==> config.mk <==
export PLATFORM = sky130hd
export DESIGN_NAME = audio_out_mc
export DESIGN_NICKNAME = d
export VERILOG_FILES = /design/src/rtl/audio_out_pkg.sv /design/src/rtl/audio_rate_gen.sv /design/src/rtl/audio_out_mc.sv
export SDC_FILE = /design/constraint.sdc
export NUM_CORES = 1
export LEC_CHECK = 0
export ABC_AREA = 1
export CORE_ASPECT_RATIO = 0.8
export CORE_UTILIZATION = 35
export DETAILED_ROUTE_END_ITERATION = 6
export MAX_ROUTING_LAYER = met4
export PLACE_DENSITY = 0.54
export SYNTH_ARGS = -nofsm -noshare
export SYNTH_HDL_FRONTEND = slang
export SYNTH_SLANG_ARGS = --single-unit
==> constraint.sdc <==
create_clock -name clk -period 11.4 [get_ports clk]
set_clock_uncertainty 0.1 [all_clocks]
set_input_delay 2.28 -clock clk [delete_from_list [all_inputs] [get_ports clk]]
set_output_delay 2.28 -clock clk [all_outputs]
set_load 0.05 [all_outputs]
==> src/rtl/audio_out_pkg.sv <==
// Shared types and helpers for the multi-channel audio output stage.
package audio_out_pkg;

  localparam int GAIN_W = 9;
  localparam logic [GAIN_W-1:0] GAIN_UNITY = 9'd256;

  typedef enum logic [1:0] {
    IDLE,
    RUN,
    DONE
  } state_t;

  // Move cur toward tgt by at most step, landing exactly on tgt.
  function automatic logic [GAIN_W-1:0] gain_step(
    input logic [GAIN_W-1:0] cur,
    input logic [GAIN_W-1:0] tgt,
    input logic [GAIN_W-1:0] step
  );
    if (cur < tgt)
      return ((tgt - cur) > step) ? cur + step : tgt;
    else if (cur > tgt)
      return ((cur - tgt) > step) ? cur - step : tgt;
    else
      return cur;
  endfunction

endpackage

==> src/rtl/audio_rate_gen.sv <==
// Fractional-rate strobe generator: accumulates rate, wraps modulo CLK_RATE.
// One registered strobe per wrap; a rate of CLK_RATE or more strobes every clk.
module audio_rate_gen #(
  parameter int CLK_RATE = 24576000
) (
  input  logic        clk,
  input  logic        reset,
  input  logic [31:0] i_rate,
  output logic        o_ce
);

  logic [31:0] r_acc;
  logic [32:0] w_sum;
  logic        w_wrap;

  assign w_sum  = {1'b0, r_acc} + {1'b0, i_rate};
  assign w_wrap = (w_sum >= 33'(CLK_RATE));

  always_ff @(posedge clk or posedge reset) begin
    if (reset) begin
      r_acc <= '0;
      o_ce  <= 1'b0;
    end else begin
      r_acc <= w_wrap ? 32'(w_sum - 33'(CLK_RATE)) : w_sum[31:0];
      o_ce  <= w_wrap;
    end
  end

endmodule

==> src/rtl/audio_out_mc.sv <==
// Multi-channel output stage: deglitch, sign fix, startup mute, gain ramp on one shared multiplier.
// out_valid follows an accepted sample_ce by NUM_CH+2 clk; strobes arriving while busy are dropped and flagged.
module audio_out_mc
  import audio_out_pkg::*;
#(
  parameter int CLK_RATE        = 24576000,
  parameter int NUM_CH          = 2,
  parameter int SAMPLE_W        = 16,
  parameter int STARTUP_SAMPLES = 1024,
  parameter int RAMP_STEP       = 1,
  parameter int ENABLE          = 1
) (
  input  logic                         clk,
  input  logic                         reset,
  input  logic [31:0]                  i_rate,
  input  logic                         i_is_signed,
  input  logic [8:0]                   i_volume,
  input  logic                         i_mute,
  input  logic [NUM_CH*SAMPLE_W-1:0]   i_core_in,
  input  logic                         i_overrun_clr,
  output logic [NUM_CH*SAMPLE_W-1:0]   o_audio_out,
  output logic                         o_out_valid,
  output logic                         o_sample_ce,
  output logic                         o_active,
  output logic                         o_overrun
);

  localparam int DW     = NUM_CH * SAMPLE_W;
  localparam int CH_W   = (NUM_CH > 1) ? $clog2(NUM_CH) : 1;
  localparam int CNT_W  = (STARTUP_SAMPLES > 0) ? $clog2(STARTUP_SAMPLES + 1) : 1;
  localparam int PROD_W = SAMPLE_W + 10;
  localparam logic [GAIN_W-1:0] STEP = GAIN_W'(RAMP_STEP);

  logic w_ce;

  audio_rate_gen #(.CLK_RATE(CLK_RATE)) u_rate_gen (
    .clk   (clk),
    .reset (reset),
    .i_rate(i_rate),
    .o_ce  (w_ce)
  );

  logic [DW-1:0] r_d1, r_d2, r_held, w_conv;

  always_ff @(posedge clk or posedge reset) begin
    if (reset) begin
      r_d1   <= '0;
      r_d2   <= '0;
      r_held <= '0;
    end else begin
      r_d1 <= i_core_in;
      r_d2 <= r_d1;
      for (int c = 0; c < NUM_CH; c++)
        if (r_d1[c*SAMPLE_W +: SAMPLE_W] == r_d2[c*SAMPLE_W +: SAMPLE_W])
          r_held[c*SAMPLE_W +: SAMPLE_W] <= r_d2[c*SAMPLE_W +: SAMPLE_W];
    end
  end

  // Offset binary becomes two's complement by flipping each channel's MSB.
  always_comb begin
    w_conv = r_held;
    for (int c = 0; c < NUM_CH; c++)
      w_conv[c*SAMPLE_W + SAMPLE_W - 1] = r_held[c*SAMPLE_W + SAMPLE_W - 1] ^ ~i_is_signed;
  end

  logic [CNT_W-1:0]  r_start_cnt;
  logic              r_active;
  logic              w_active_nxt;
  logic [GAIN_W-1:0] r_gain, r_fgain, w_vol, w_target, w_gain_nxt;

  assign w_active_nxt = r_active | (r_start_cnt >= CNT_W'(STARTUP_SAMPLES - 1));
  assign w_vol        = (i_volume > GAIN_UNITY) ? GAIN_UNITY : i_volume;
  assign w_target     = (i_mute | ~w_active_nxt) ? '0 : w_vol;
  assign w_gain_nxt   = gain_step(r_gain, w_target, STEP);

  always_ff @(posedge clk or posedge reset) begin
    if (reset) begin
      r_start_cnt <= '0;
      r_active    <= 1'b0;
      r_gain      <= '0;
    end else if (w_ce) begin
      if (r_start_cnt != CNT_W'(STARTUP_SAMPLES))
        r_start_cnt <= r_start_cnt + CNT_W'(1);
      r_active <= w_active_nxt;
      r_gain   <= w_gain_nxt;
    end
  end

  state_t                     r_state;
  logic [CH_W-1:0]            r_ch;
  logic [DW-1:0]              r_frame, r_shadow, r_audio;
  logic                       r_valid, r_overrun;
  logic signed [SAMPLE_W-1:0] w_sample;
  logic signed [PROD_W-1:0]   w_prod;
  logic [SAMPLE_W-1:0]        w_result;

  // The one multiplier, steered to the current channel; bits above 8 give floor(prod / 256).
  assign w_sample = r_frame[r_ch*SAMPLE_W +: SAMPLE_W];
  assign w_prod   = PROD_W'(w_sample) * PROD_W'($signed({1'b0, r_fgain}));
  assign w_result = w_prod[8 +: SAMPLE_W];

  always_ff @(posedge clk or posedge reset) begin
    if (reset) begin
      r_state   <= IDLE;
      r_ch      <= '0;
      r_frame   <= '0;
      r_shadow  <= '0;
      r_audio   <= '0;
      r_valid   <= 1'b0;
      r_overrun <= 1'b0;
      r_fgain   <= '0;
    end else begin
      r_valid <= 1'b0;
      if (i_overrun_clr)
        r_overrun <= 1'b0;
      else if (w_ce && (r_state != IDLE))
        r_overrun <= 1'b1;
      case (r_state)
        IDLE: if (w_ce) begin
          r_frame <= w_conv;
          r_fgain <= w_gain_nxt;
          r_ch    <= '0;
          r_state <= RUN;
        end
        RUN: begin
          r_shadow[r_ch*SAMPLE_W +: SAMPLE_W] <= w_result;
          if (r_ch == CH_W'(NUM_CH - 1))
            r_state <= DONE;
          else
            r_ch <= r_ch + CH_W'(1);
        end
        DONE: begin
          r_audio <= r_shadow;
          r_valid <= 1'b1;
          r_state <= IDLE;
        end
        default: r_state <= IDLE;
      endcase
    end
  end

  assign o_audio_out = (ENABLE != 0) ? r_audio : i_core_in;
  assign o_out_valid = (ENABLE != 0) ? r_valid : w_ce;
  assign o_overrun   = (ENABLE != 0) ? r_overrun : 1'b0;
  assign o_sample_ce = w_ce;
  assign o_active    = r_active;

endmodule
# Word-level counts from Yosys, hierarchy flattened
# Cells that the tools add are included.
# classes
n_addsub	9
n_shift	3
mux	17
n_mul	1
eq_ne	7
n_bitwise	6
reduce_logical	9
n_lt_le_gt_ge	7
# ops
operator	count
2-to-1 mux 9 bit	6
negation 5 -> 34 bit	1
variable shift 16 x 34 -> 32 bit, first input constant	1
indexed part select 16 x 34 -> 32 bit	1
adder 32 x 32 -> 33 bit	1
>= comparator 33 x 25 -> 1 bit, second input constant	1
bitwise mux 32 bit	1
== test 16 bit	2
2-to-1 mux 32 bit	1
indexed part select 32 x 6 -> 16 bit	1
subtractor 32 x 25 -> 32 bit, second input constant	1
multiplier 16 x 10 -> 24 bit	1
greater-than comparator 9 x 1 -> 1 bit, second input constant	2
subtractor 9 bit	2
adder 11 x 1 -> 11 bit, second input constant	1
>= comparator 11 x 10 -> 1 bit, second input constant	1
!= test 11 bit, second input constant	1
adder 9 x 1 -> 9 bit, second input constant	1
greater-than comparator 9 bit	1
greater-than comparator 9 bit, second input constant	1
< comparator 9 bit	1
subtractor 9 x 1 -> 9 bit, second input constant	1
AND reduction 2 bit	4
nonzero test 2 bit	3
14 further kinds	22
# word_totals
input_bits	78
elab_cells	76
output_inout_bits	36
regBits	260

# Depth between registers and ports, before layout
# depth
word_depth	10
ltp_mapped	31
depth_no_buf	29

# Cells and area by module
# From an unflattened synthesis, not the netlist that was laid out.
# hier_totals
hier_cells	2550
area_unflattened_um2	19583.8
# by_module_without_submodules
mod	n_inst	cells_each	area_per_inst_um2	seq_area_each_um2
audio_out_mc	1	1863	15477.3	5680.4
audio_rate_gen	1	687	4106.4	825.8

# Least setup slack after synthesis
# OpenSTA, ideal clock, no wires.
# synth_path
kind	register to register
startpoint	register r_ch
endpoint	register r_shadow[29]
stages_incl_launch_ff	30
t_required_ps	11236
arrival_time_ps	5612
path_slack_ps	5624
path_cell_list	dfrtp_1 -> buf_2 -> inv_1 -> clkbuf_1 -> or2_2 -> o21ai_0 -> inv_1 -> nand2_1 -> fa_1 -> inv_1 -> fa_1 -> inv_1 -> fa_1 -> inv_1 -> fa_1 -> inv_1 -> fa_1 -> inv_1 -> ha_1 -> inv_1 -> o21ai_0 -> a21boi_0 -> o21ai_0 -> nand2_1 -> nand3_1 -> a21o_1 -> or2_2 -> nand3_1 -> o21ai_0 -> inv_1
# synth_between
elab_chain_cells	4
# synth_lines
element	line_no	text
from (decl)	audio_out_mc.sv:90	logic [CH_W-1:0] r_ch;
from (signal assigned)	audio_out_mc.sv:130	r_ch <= r_ch + CH_W'(1);
indexed part select 32 x 6 -> 16 bit	audio_out_mc.sv:98	assign w_sample = r_frame[r_ch*SAMPLE_W +: SAMPLE_W];
multiplier 16 x 10 -> 24 bit	audio_out_mc.sv:99	assign w_prod = PROD_W'(w_sample) * PROD_W'($signed({1'b0, r_fgain}));
indexed part select 16 x 34 -> 32 bit	audio_out_mc.sv:126	r_shadow[r_ch*SAMPLE_W +: SAMPLE_W] <= w_result;
bitwise mux 32 bit (*)	audio_out_mc.sv:126	
to (signal, indexed assignment)	audio_out_mc.sv:126	
to (decl)	audio_out_mc.sv:91	logic [DW-1:0] r_frame, r_shadow, r_audio;
# Mark *: on every way between the ends. The rest lies on a longest branch, timed or not.
# A chain may end at the register's enable or synchronous reset.

# Final worst setup path
# layout_path
startpoint	register r_ch
endpoint	register r_shadow[10]
# The elaborated chain is that of the path after synthesis.

==> impl_metrics.env <==
export IMPL_clk_pin_slew_ns=0.06
export IMPL_cts_resized=0
export IMPL_muxShareOfSynthArea_pct=0
export IMPL_port_buffers=113
export IMPL_start_kind="flop"
export IMPL_fp_row_count=76
export IMPL_yosysSeqAreaShare_pct=33.9
export IMPL_drive_above_1_share_pct=5.04
export IMPL_die_y_um=211
export IMPL_ys_flop_type="dfrtp_1"
export IMPL_drcViolationCount=0
export IMPL_numCtsBuffers=30
export IMPL_synth_top_cell_area_share_pct=33.9
export IMPL_r2r_end="r_shadow[10]"
export IMPL_vias=15942
export IMPL_setup_viol=0
export IMPL_drtIter0Drc=1146
export IMPL_min_period_over_period_pct=61.1
export IMPL_hpwlAfterDp_um=40600
export IMPL_grt_overflow=0
export IMPL_wl_per_cell_um=15.2
export IMPL_cts_tree="built"
export IMPL_avgSynthCellArea_sq_um=7.70
export IMPL_fin_nets=2898
export IMPL_ant_nets=0
export IMPL_synth_cell_types=42
export IMPL_grt_usage_pct=19.3
export IMPL_hold_viol_final=0
export IMPL_drtPass1Iterations=6
export IMPL_grt_pass1_vias=16112
export IMPL_insertion_delay_ns=0.60
export IMPL_synth_fa_ha_area_share_pct=19.1
export IMPL_status="complete, no violations"
export IMPL_synth_compound_area_share_pct=7.25
export IMPL_rr_startpoint="r_ch"
export IMPL_crit_fanout=21
export IMPL_place_congestion=0.938
export IMPL_finalSetupTns_ns=0
export IMPL_synth_seq_cells=260
export IMPL_worst_pin_slew_ns=0.998
export IMPL_yosys_area_top_type="dfrtp_1"
export IMPL_grt_antenna_before_repair=0
export IMPL_antenna_cells=0
export IMPL_post_cts_buffers=0
export IMPL_maxCapViolCount=0
export IMPL_end_kind="flop"
export IMPL_path_class="flop to flop"
export IMPL_syn_num_nets=2793
export IMPL_synth_xor_area_share_pct=4.06
export IMPL_netlist_area_sq_um=19200
export IMPL_wirelength_um=50500
export IMPL_async_reset_ff_share_pct=100
export IMPL_grt_pass1_wl_um=84300
export IMPL_synth_edff_count=0
export IMPL_worstPathRequired_ns=11.78
export IMPL_postSynthCellCount=2493
export IMPL_synth_top_family_by_area="simple AND/OR/NAND/NOR gates"
export IMPL_htreeDepth=1
export IMPL_hold_path_class="flop to flop"
export IMPL_cp_data_arrival_time_ns=7.34
export IMPL_cts_sinks=260
export IMPL_ios=114
export IMPL_grt_setup_unrepaired="false"
export IMPL_cts_max_path_buffers=3
export IMPL_min_path_cells=0
export IMPL_placed_area_sq_um=21100
export IMPL_cts_root_buf="clkbuf_16"
export IMPL_r2r_setup_slack_ns=4.43
export IMPL_whs_endpoint="r_d2[13]"
export IMPL_grt_max_degree=120
export IMPL_vias_per_cell=4.80
export IMPL_max_freq_ghz=0.144
export IMPL_max_slew_margin_pct=32.7
export IMPL_initial_core_util_pct=35.5
export IMPL_core_area_sq_um=54000
export IMPL_slew_violations=0
export IMPL_die_w_um=264
export IMPL_yosys_area_share_simple_pct=25.1
export IMPL_hp_start="r_d1[13]"
export IMPL_die_area_sq_um=55800
export IMPL_rr_worst_depth=25
export IMPL_ys_warn_count=0
export IMPL_cts_hold_buf=0
export IMPL_synth_area_leaders="dfrtp_1 (34%), nand2_1 (13%), fa_1 (12%)"
export IMPL_period_minus_slack_ns=6.97
export IMPL_area_growth_pct=14.9
export IMPL_design_area_sq_um=22100
[stage by stage]
stage               utilization (%)  worst slack, ns  instances  hold WS, ns
finish                         40.8             4.43       3319        0.293
global route                   40.8             3.84       3319        0.304
CTS                            40.8             4.44       3319        0.299
detailed placement             39.0             4.48       3268        0.285
global placement               39.0             4.51       3268        0.282
floorplan                         -             1.86       2493        0.273
[worst max-delay path, stage by stage, from the launching register on]
cell and delay (ns):
dfrtp_1 0.67, inv_1 0.30, or2_2 0.34, o21ai_0 0.36, inv_1 0.31, nand2_1 0.17
fa_1 0.40, inv_1 0.07, fa_1 0.43, fa_1 0.51, fa_1 0.55, inv_1 0.06
fa_1 0.53, inv_1 0.04, ha_1 0.37, a21oi_1 0.30, o21a_1 0.16, a21boi_0 0.38
nand2_1 0.13, nand2_1 0.08, nand2_1 0.10, nand2_1 0.11, a21o_1 0.16, nand3_1 0.09
nand2_1 0.07, inv_1 0.03
[state kept, by name (all words and copies together), names as in the netlist, 2 cells and up]
| name | count |
|---|---|
| r_fgain | 9 |
| r_shadow | 32 |
| r_frame | 32 |
| r_d1 | 32 |
| r_held | 32 |
| r_start_cnt | 11 |
| o_audio_out | 32 |
| r_state | 2 |
| r_gain | 9 |
| r_d2 | 32 |
| u_rate_gen.r_acc | 32 |
[placed cells by master (no fill, tap or decap), types with 40 or more instances in the layout]
| cell | n |
|---|---|
| nand4_1 | 47 |
| inv_1 | 478 |
| a21oi_1 | 79 |
| nor2_1 | 183 |
| xor2_1 | 40 |
| ha_1 | 105 |
| nand2_1 | 664 |
| dfrtp_1 | 260 |
| fa_1 | 117 |
| o21ai_0 | 135 |
| xnor2_1 | 49 |
| nand3_1 | 126 |
| clkdlybuf4s50_1 | 113 |
[synth_stat cells, types with 8 or more instances]
library cell / instances
nand4_1: 47
or2_2: 18
xor2_1: 40
o21ai_0: 135
fa_1: 117
inv_1: 479
a21oi_1: 79
nor3_1: 20
clkbuf_1: 40
o211ai_1: 8
nand2_1: 664
dfrtp_1: 260
xnor2_1: 49
nor2_1: 184
nand2_2: 23
o21bai_1: 9
ha_1: 105
nand3_1: 126
nor2_2: 12
[worst max-delay path by stage]
stage          slack (ns)  startpoint  depth (start not counted)            to
2_1_floorplan        1.86       reset                          1      o_active
3_3_place_gp         4.51        r_ch                         25  r_shadow[10]
3_5_place_dp         4.48        r_ch                         25  r_shadow[10]
4_1_cts              4.44        r_ch                         25  r_shadow[26]
5_1_grt              3.84        r_ch                         25  r_shadow[10]
6_report             4.43        r_ch                         25  r_shadow[10]
[area by class of cell]
type	count	area (sq um)
Sequential cell	260	6510
Tap cell	702	878
Timing Repair Buffer	121	1190
Clock inverter	8	130
Multi-Input combinational cell	1693	10600
Inverter	492	1850
Clock buffer	43	850
Fill cell	5515	32000
[cell families (layout without fill, tap and decap cells)]
| group | Yosys count | count (layout) |
|---|---|---|
| compound gates | 257 | 257 |
| xor+xnor | 89 | 89 |
| fa+ha+maj | 222 | 222 |
| buf+inv | 540 | 664 |
| flops | 260 | 260 |
| simple gates | 1125 | 1125 |
[layer usage]
metal | track usage (%) | vias to the layer above | part of all wire [%] | wire length, um
met5 | - | - | 0 | 0
met4 | 3.81 | 0 | 1.8 | 909
met3 | 2.44 | 51 | 5.4 | 2710
met2 | 28.4 | 391 | 42 | 21300
met1 | 28.4 | 7629 | 51 | 25600
li1 | - | 7871 | - | -
Power is left out: the tool's default activity adds up to more than one toggle a clock period on the data nets, which glitch-free logic cannot reach.
